<file path="src/rtl/stream_demux_pkg.sv">
// Shared types and constants for the 1-to-2 stream demultiplexer.
package stream_demux_pkg;

    typedef enum logic [1:0] {
        IDLE,
        ROUTE_A,
        ROUTE_B
    } route_state_t;

    localparam int unsigned BUF_DEPTH = 2;

    // Occupancy of a per-port buffer, 0..BUF_DEPTH.
    typedef logic [$clog2(BUF_DEPTH + 1)-1:0] occ_t;

endpackage

</file>
<file path="src/rtl/stream_buf2.sv">
// Two-entry FIFO; entry 0 is always the head, so the head needs no read mux.
module stream_buf2
    import stream_demux_pkg::*;
#(
    parameter type beat_t = logic
) (
    input  logic  clk,
    input  logic  rst_n,
    input  logic  push,
    input  beat_t push_beat,
    input  logic  pop,
    output beat_t head,
    output logic  full,
    output logic  empty
);

    occ_t  count_q, count_d;
    beat_t e0_q, e0_d;
    beat_t e1_q, e1_d;
    logic  do_push, do_pop;
    occ_t  occ_after_pop;

    always_comb begin
        do_push       = push && !full;
        do_pop        = pop && !empty;
        e0_d          = e0_q;
        e1_d          = e1_q;
        occ_after_pop = count_q - occ_t'(do_pop);
        if (do_pop) begin
            e0_d = e1_q;
        end
        // The new beat lands in whichever slot is free once the pop has shifted.
        if (do_push) begin
            if (occ_after_pop == '0) begin
                e0_d = push_beat;
            end else begin
                e1_d = push_beat;
            end
        end
        count_d = occ_after_pop + occ_t'(do_push);
    end

    always_ff @(posedge clk) begin
        if (!rst_n) begin
            count_q <= '0;
        end else begin
            count_q <= count_d;
        end
        e0_q <= e0_d;
        e1_q <= e1_d;
    end

    assign head  = e0_q;
    assign full  = (count_q == occ_t'(BUF_DEPTH));
    assign empty = (count_q == '0);

endmodule

</file>
<file path="src/rtl/stream_demux_1_2.sv">
// Registered 1-to-2 stream demux: select is latched per packet, each port has a 2-beat buffer.
module stream_demux_1_2
    import stream_demux_pkg::*;
#(
    parameter int unsigned DATA_W = 8,
    parameter int unsigned CNT_W  = 16
) (
    input  logic              clk,
    input  logic              rst_n,
    input  logic [DATA_W-1:0] in_data,
    input  logic              in_valid,
    input  logic              in_last,
    input  logic              select,
    output logic              in_ready,
    output logic [DATA_W-1:0] a_data,
    output logic              a_valid,
    output logic              a_last,
    input  logic              a_ready,
    output logic [DATA_W-1:0] b_data,
    output logic              b_valid,
    output logic              b_last,
    input  logic              b_ready,
    output logic [CNT_W-1:0]  a_pkt_cnt,
    output logic [CNT_W-1:0]  b_pkt_cnt
);

    typedef struct packed {
        logic [DATA_W-1:0] data;
        logic              last;
    } beat_t;

    route_state_t state_q, state_d;
    logic         dest_b, accept, push_a, push_b;
    logic         a_full, a_empty, b_full, b_empty;
    beat_t        in_beat, a_head, b_head;
    logic [CNT_W-1:0] a_cnt_q, b_cnt_q;

    assign in_beat = '{data: in_data, last: in_last};

    always_ff @(posedge clk) begin
        if (!rst_n) begin
            state_q <= IDLE;
        end else begin
            state_q <= state_d;
        end
    end

    always_comb begin
        state_d = state_q;
        if (accept) begin
            unique case (state_q)
                IDLE:            if (!in_last) state_d = select ? ROUTE_B : ROUTE_A;
                ROUTE_A, ROUTE_B: if (in_last) state_d = IDLE;
                default:         state_d = IDLE;
            endcase
        end
    end

    // in_ready only looks at registered occupancy, never at a_ready/b_ready.
    always_comb begin
        unique case (state_q)
            IDLE:    dest_b = select;
            ROUTE_B: dest_b = 1'b1;
            default: dest_b = 1'b0;
        endcase
        in_ready = rst_n && (dest_b ? !b_full : !a_full);
        accept   = in_valid && in_ready;
        push_a   = accept && !dest_b;
        push_b   = accept && dest_b;
    end

    stream_buf2 #(
        .beat_t (beat_t)
    ) u_buf_a (
        .clk       (clk),
        .rst_n     (rst_n),
        .push      (push_a),
        .push_beat (in_beat),
        .pop       (a_ready),
        .head      (a_head),
        .full      (a_full),
        .empty     (a_empty)
    );

    stream_buf2 #(
        .beat_t (beat_t)
    ) u_buf_b (
        .clk       (clk),
        .rst_n     (rst_n),
        .push      (push_b),
        .push_beat (in_beat),
        .pop       (b_ready),
        .head      (b_head),
        .full      (b_full),
        .empty     (b_empty)
    );

    always_ff @(posedge clk) begin
        if (!rst_n) begin
            a_cnt_q <= '0;
            b_cnt_q <= '0;
        end else begin
            if (push_a && in_last) a_cnt_q <= a_cnt_q + CNT_W'(1);
            if (push_b && in_last) b_cnt_q <= b_cnt_q + CNT_W'(1);
        end
    end

    assign a_valid   = !a_empty;
    assign a_data    = a_head.data;
    assign a_last    = a_head.last;
    assign b_valid   = !b_empty;
    assign b_data    = b_head.data;
    assign b_last    = b_head.last;
    assign a_pkt_cnt = a_cnt_q;
    assign b_pkt_cnt = b_cnt_q;

endmodule

</file>
<file path="config.mk">
export PLATFORM = sky130hd
export DESIGN_NAME = stream_demux_1_2
export DESIGN_NICKNAME = d
export VERILOG_FILES = /design/src/rtl/stream_demux_pkg.sv /design/src/rtl/stream_buf2.sv /design/src/rtl/stream_demux_1_2.sv
export SDC_FILE = /design/constraint.sdc
export NUM_CORES = 1
export LEC_CHECK = 0
export ABC_AREA = 0
export CAP_MARGIN = 20
export CORE_MARGIN = 2
export CORE_UTILIZATION = 40
export DETAILED_ROUTE_END_ITERATION = 8
export PLACE_DENSITY = 0.64
export SLEW_MARGIN = 20
export SYNTH_ARGS = -nofsm -noshare
export SYNTH_HDL_FRONTEND = slang
export SYNTH_HIERARCHICAL = 1
export SYNTH_SLANG_ARGS = --single-unit
</file>
<file path="constraint.sdc">
create_clock -name clk -period 3.1 [get_ports clk]
set_clock_uncertainty 0.15 [all_clocks]
set_input_delay 0.62 -clock clk [delete_from_list [all_inputs] [get_ports clk]]
set_output_delay 0.62 -clock clk [all_outputs]
set_load 0.005 [all_outputs]
</file>
==> summary.txt, run 1 <==
Reg area -> 1660 sq um
Worst-margin pin slew -> 0.411 ns
Clock sink count -> 74
Hold Path Class -> reg2reg
Dpl hpwl -> 5030 um
Rows -> 33
Fmax -> 339 MHz
First-pass GRT wire length -> 11600 um
Routed Wire Length -> 7210 um
Fillers -> 755
N_diodes -> 0
CTS tree -> done
Minimum clock period -> 2.95 ns
Vias per cell -> 5.20
GRT Util Overall -> 0.162
Layout cells sized above 1 -> 0.132
DRT iter0 DRCs -> 62
Hold buffers post-CTS -> 0
Worst vdd ir -> 0.000229 V
Worst-path fanout max -> 4
Status -> complete, no violations
Syn nets -> 341
Sequential Power Share -> 0.409
Initial antenna violation count -> 0
Die ar. -> 9250 sq um
Commonest cells after routing, fill and taps aside -> clkdlybuf4s50_1 (67), dfxtp_1 (56), nand2_1 (24)
Synth Warn # -> 6
Crit Path Class -> in2out
Total grt overflow -> 0
Final Slew Violations -> 0
Area Overhead vs Synth -> 30.6%
Clock group share of total power -> 0.243
Sw frac -> 0.295
Post CTS Setup Buffer Count -> 0
R2R Setup Slk -> 0.76 ns
H-tree levels -> 3
Reg clk slew, reported paths -> 0.08 ns
Main synth FF type -> dfxtp_1
Clock tree buffer depth -> 2
Input/output buffers -> 67
Internal power -> 2.26 mW
Final design utilization -> 0.540
Number of flops mapped to enable cells by yosys -> 18
Worst Path Required -> 2.33 ns
Core area -> 8220 sq um
Drc violations -> 0
Most common cell after layout, fill and taps aside -> clkdlybuf4s50_1
Slew margin rel. -> 0.725
Gpl congestion -> 0.736
Netlist cell types -> 46
Fin. Hold Viols -> 0
I/O pin total -> 68
Router iterations before antenna repair -> 5
RSZ-0062 raised after global routing -> false
Final ANT Viol Nets -> 0
Via count -> 2643
Synthesis-stage register bit count -> 74
Final layout net count -> 421
Comb power frac -> 0.348
Post-synth ARST share -> 0
Footprint of the multi-input gates -> 1630 sq um
Number of buffers created by CTS -> 9
Critical Path Sink Type -> output pin
P_sw -> 946 uW
Die Span Y -> 96.2 um
Worst-Skew Late Latency -> 0.35 ns
WP data arrival -> 2.18 ns
Fin Setup TNS -> 0 ns
PD cells -> 723 nW/um^2
Max Cap Violations -> 0
Number of global-route vias before repair -> 2441
Post_cts resized -> 0
Average size of a mapped cell -> 10.7 sq um
Startpoint Class -> primary input
Sequential share of the synthesized area -> 0.489
Final setup viols -> 0
Synthesized area -> 3400 sq um
LEAKAGE -> 1.65 nW
Die Width -> 96.2 um
Tcrit/Tclk final -> 0.951
Largest net degree at the start of global routing -> 16
Starting Density -> 0.414
Cells after Synth -> 318
WL/cell -> 14.2 um
CTS root buf -> clkbuf_8
Total power -> 3.21 mW
[per-stage QoR]
step | std cells | setup WS (ns) | area [sq um] | hold WS (ns)
global placement | 492 | 0.207 | 4230 | 0.299
global route | 508 | 0.0231 | 4440 | 0.353
detailed placement | 492 | 0.157 | 4230 | 0.309
floorplan | 318 | 0.293 | 3400 | 0.288
finish | 508 | 0.151 | 4440 | 0.315
CTS | 508 | 0.143 | 4440 | 0.321
[final cells by class]
type,instances,share of cell area
clock buffer,10,0.0310
tap,105,0.0296
multi-input combinational,220,0.366
inverter,15,0.0127
sequential,74,0.374
timing repair buffer,78,0.170
clock inverter,6,0.0164
[final timing paths]
check,cells past startpoint,start,to
setup / recovery,5,select,in_ready
hold / removal,2,state_q[0],state_q[0]
setup reg to reg,7,state_q[0],a_pkt_cnt[12]
hold reg to reg,2,state_q[0],state_q[0]
[critical path, cell delays in order]
cell and delay, ns:
clkdlybuf4s50_1 0.53, a21o_1 0.17, mux2i_1 0.22, and2_1 0.14, clkdlybuf4s50_1 0.49
[per-layer routing]
layer	vias up	global-route usage	routed length, um
met5	-	0	0
met4	0	0.0429	46
met3	6	0.0540	425
met2	67	0.266	3340
met1	1251	0.205	3390
li1	1319	-	-
[cell usage after synthesis (3+ instances only)]
cell type | number | share of area
or3_1 | 8 | 0.015
o21ai_0 | 7 | 0.010
ha_1 | 8 | 0.029
a21oi_1 | 16 | 0.024
nor4_1 | 3 | 0.0055
and2_1 | 7 | 0.013
nand3_1 | 10 | 0.015
xor2_1 | 8 | 0.021
mux2_2 | 18 | 0.060
mux2_1 | 18 | 0.060
o31ai_1 | 6 | 0.013
dfxtp_1 | 56 | 0.33
nand2b_1 | 4 | 0.0074
and3_1 | 6 | 0.011
xnor2_1 | 7 | 0.018
inv_1 | 14 | 0.015
nor2_1 | 19 | 0.021
edfxtp_1 | 18 | 0.16
mux2i_1 | 6 | 0.018
and4_1 | 3 | 0.0077
or4_1 | 6 | 0.013
clkbuf_1 | 4 | 0.0044
nand2_1 | 24 | 0.027
nand4_1 | 12 | 0.022
[sequential cells by signal, summed over array words and instances (netlist names)]
register	cells
a_pkt_cnt	16
b_pkt_cnt	16
u_buf_b/e1_q	9
state_q	2
u_buf_b/count_q	2
u_buf_a/e1_q	9
u_buf_b/head	9
u_buf_a/count_q	2
u_buf_a/head	9
[power groups by stage]
stage                     Combinational, mW  Sequential (mW)  Clock, mW
after floorplan                       0.708             1.31          0
after global placement                 1.10             1.33          0
after detailed placement               1.13             1.34          0
after CTS                              1.14             1.32      0.802
after global routing                   1.24             1.34      0.842
final                                  1.12             1.31      0.779
[cells by family (layout without fill, tap and decap cells)]
kind of cell	count (synthesis)	in the layout	share of synthesized area
buffers and inverters	24	109	0.0328
AND/OR/NAND/NOR	112	112	0.180
adder cells (fa/ha/maj)	8	8	0.0295
flip-flops	74	74	0.489
AO/OA/AOI/OAI	43	43	0.0935
XOR/XNOR	15	15	0.0387
multiplexers	42	42	0.137
Note: power is estimated with default switching activity, not from simulation.
==> run 2: changes to the inputs <==
--- a/config.mk
+++ b/config.mk
@@ -7,7 +7,6 @@
 export LEC_CHECK = 0
 export ABC_AREA = 0
 export CAP_MARGIN = 20
-export CORE_MARGIN = 2
 export CORE_UTILIZATION = 40
 export DETAILED_ROUTE_END_ITERATION = 8
 export PLACE_DENSITY = 0.64
==> summary.txt, run 2 (synthesis results as in run 1) <==
PD cells -> 721 nW/um^2 (-0.30%)
Minimum clock period -> 2.94 ns (-0.0128 ns)
Max Cap Violations -> 0 (unchanged)
Worst Path Required -> 2.33 ns (about the same)
Final setup viols -> 0 (unchanged)
Total grt overflow -> 0 (unchanged)
Starting Density -> 0.414 (unchanged)
Largest net degree at the start of global routing -> 17 (+1)
Final ANT Viol Nets -> 0 (unchanged)
WP data arrival -> 2.17 ns (about the same)
Commonest cells after routing, fill and taps aside -> clkdlybuf4s50_1 (67), dfxtp_1 (56), nand2_1 (24)
Worst vdd ir -> 0.000247 V (+7.9%)
Status -> complete, no violations
Input/output buffers -> 67 (unchanged)
Crit Path Class -> in2out
Critical Path Sink Type -> output pin
Rows -> 33 (unchanged)
Layout cells sized above 1 -> 0.129 (-0.00248)
Clock sink count -> 74 (unchanged)
Post_cts resized -> 0 (unchanged)
I/O pin total -> 68 (unchanged)
Final Slew Violations -> 0 (unchanged)
Worst-path fanout max -> 4 (unchanged)
Die Width -> 94.2 um (-2.1%)
Slowest CP cell -> clkdlybuf4s50_1
Gpl congestion -> 0.769 (+4.5%)
Fmax -> 341 MHz (+0.43%)
Vias per cell -> 5.06 (-2.8%)
Core area -> 8220 sq um (unchanged)
Startpoint Class -> primary input
Total power -> 3.19 mW (-0.44%)
Slowest Stage Delay on Critical Path -> 0.53 ns (about the same)
Via count -> 2570 (-2.8%)
Hold Path Class -> reg2reg
DRT iter0 DRCs -> 62 (unchanged)
LEAKAGE -> 1.65 nW (+0.17%)
RSZ-0062 raised after global routing -> false
Fin. Hold Viols -> 0 (unchanged)
Initial antenna violation count -> 0 (unchanged)
Reg clk slew, reported paths -> 0.08 ns (about the same)
Number of buffers created by CTS -> 9 (unchanged)
CTS tree -> done
Crit-path leading delay family -> buffers and inverters
Post CTS Setup Buffer Count -> 0 (unchanged)
Drc violations -> 0 (unchanged)
Area Overhead vs Synth -> 30.4%
Fin Setup TNS -> 0 ns (unchanged)
Routed Wire Length -> 7060 um (-2.1%)
Worst-Skew Late Latency -> 0.34 ns (about the same)
CP Buf/Inv Count -> 2 (unchanged)
Die ar. -> 8870 sq um (-4.1%)
Final layout net count -> 421 (unchanged)
Hold buffers post-CTS -> 0 (unchanged)
Slew margin rel. -> 0.727 (+0.00218)
Worst-margin pin slew -> 0.408 ns (-0.00326 ns)
Router iterations before antenna repair -> 4 (-1)
Tcrit/Tclk final -> 0.947 (-0.00412)
H-tree levels -> 3 (unchanged)
Die Span Y -> 94.2 um (-2.1%)
Number of global-route vias before repair -> 2519 (+3.2%)
Crit-path most repeated cell -> clkdlybuf4s50_1
Clock tree buffer depth -> 2 (unchanged)
First-pass GRT wire length -> 11700 um (+0.53%)
Dpl hpwl -> 5050 um (+0.30%)
GRT Util Overall -> 0.172 (+0.00949)
Worst-path cell chain -> clkdlybuf4s50_1 -> a21o_1 -> mux2i_1 -> and2_1 -> clkdlybuf4s50_1
Most common cell after layout, fill and taps aside -> clkdlybuf4s50_1
WL/cell -> 13.9 um (-2.1%)
CTS root buf -> clkbuf_8
N_diodes -> 0 (unchanged)
run 2: metal layers:
| layer | up-vias | routed length (um) | track usage |
|---|---|---|---|
| li1 | 1316 | - | - |
| met1 | 1187 | 3250 | 0.207 |
| met2 | 56 | 3340 | 0.290 |
| met3 | 11 | 348 | 0.0413 |
| met4 | 0 | 109 | 0.0718 |
| met5 | - | 0 | 0 |
run 2: metrics by stage:
stage | std cells | instance area, sq um | util | hold WS, ns | setup slack (ns)
2_1_floorplan | 318 | 3400 | - | 0.288 | 0.293
3_3_place_gp | 492 | 4230 | 0.515 | 0.301 | 0.211
3_5_place_dp | 492 | 4230 | 0.515 | 0.308 | 0.159
4_1_cts | 508 | 4430 | 0.539 | 0.320 | 0.154
5_1_grt | 508 | 4430 | 0.539 | 0.360 | 0.0711
6_report | 508 | 4430 | 0.539 | 0.313 | 0.164
run 2: power by group:
group / total (mW) / internal, mW / switching [mW]
combinational: 1.12 / 0.679 / 0.443
clock: 0.760 / 0.412 / 0.348
sequential: 1.31 / 1.19 / 0.126
run 2: final timing paths:
check / start / slack, ns / cells past startpoint / endpoint
worst min-delay path: state_q[0] / 0.31 / 2 / state_q[0]
worst max-delay path: select / 0.16 / 5 / in_ready
worst min register to register: state_q[0] / 0.31 / 2 / state_q[0]
worst max register to register: state_q[0] / 0.76 / 7 / a_pkt_cnt[12]
run 2: layout make-up:
| cell class | count | area, sq um |
|---|---|---|
| Clock buffer | 11 | 151 |
| Timing Repair Buffer | 78 | 753 |
| Clock inverter | 5 | 52.6 |
| Multi-Input combinational cell | 220 | 1630 |
| Tap cell | 105 | 131 |
| Inverter | 15 | 56.3 |
| Sequential cell | 74 | 1660 |
| Fill cell | 764 | 3780 |
run 2: worst register-to-register path, stage by stage, from the launching register on:
cell,delay [ns]
dfxtp_1,0.33
inv_1,0.06
ha_1,0.25
a21o_1,0.20
buf_4,0.18
or3_1,0.44
or4_1,0.52
a21oi_1,0.15
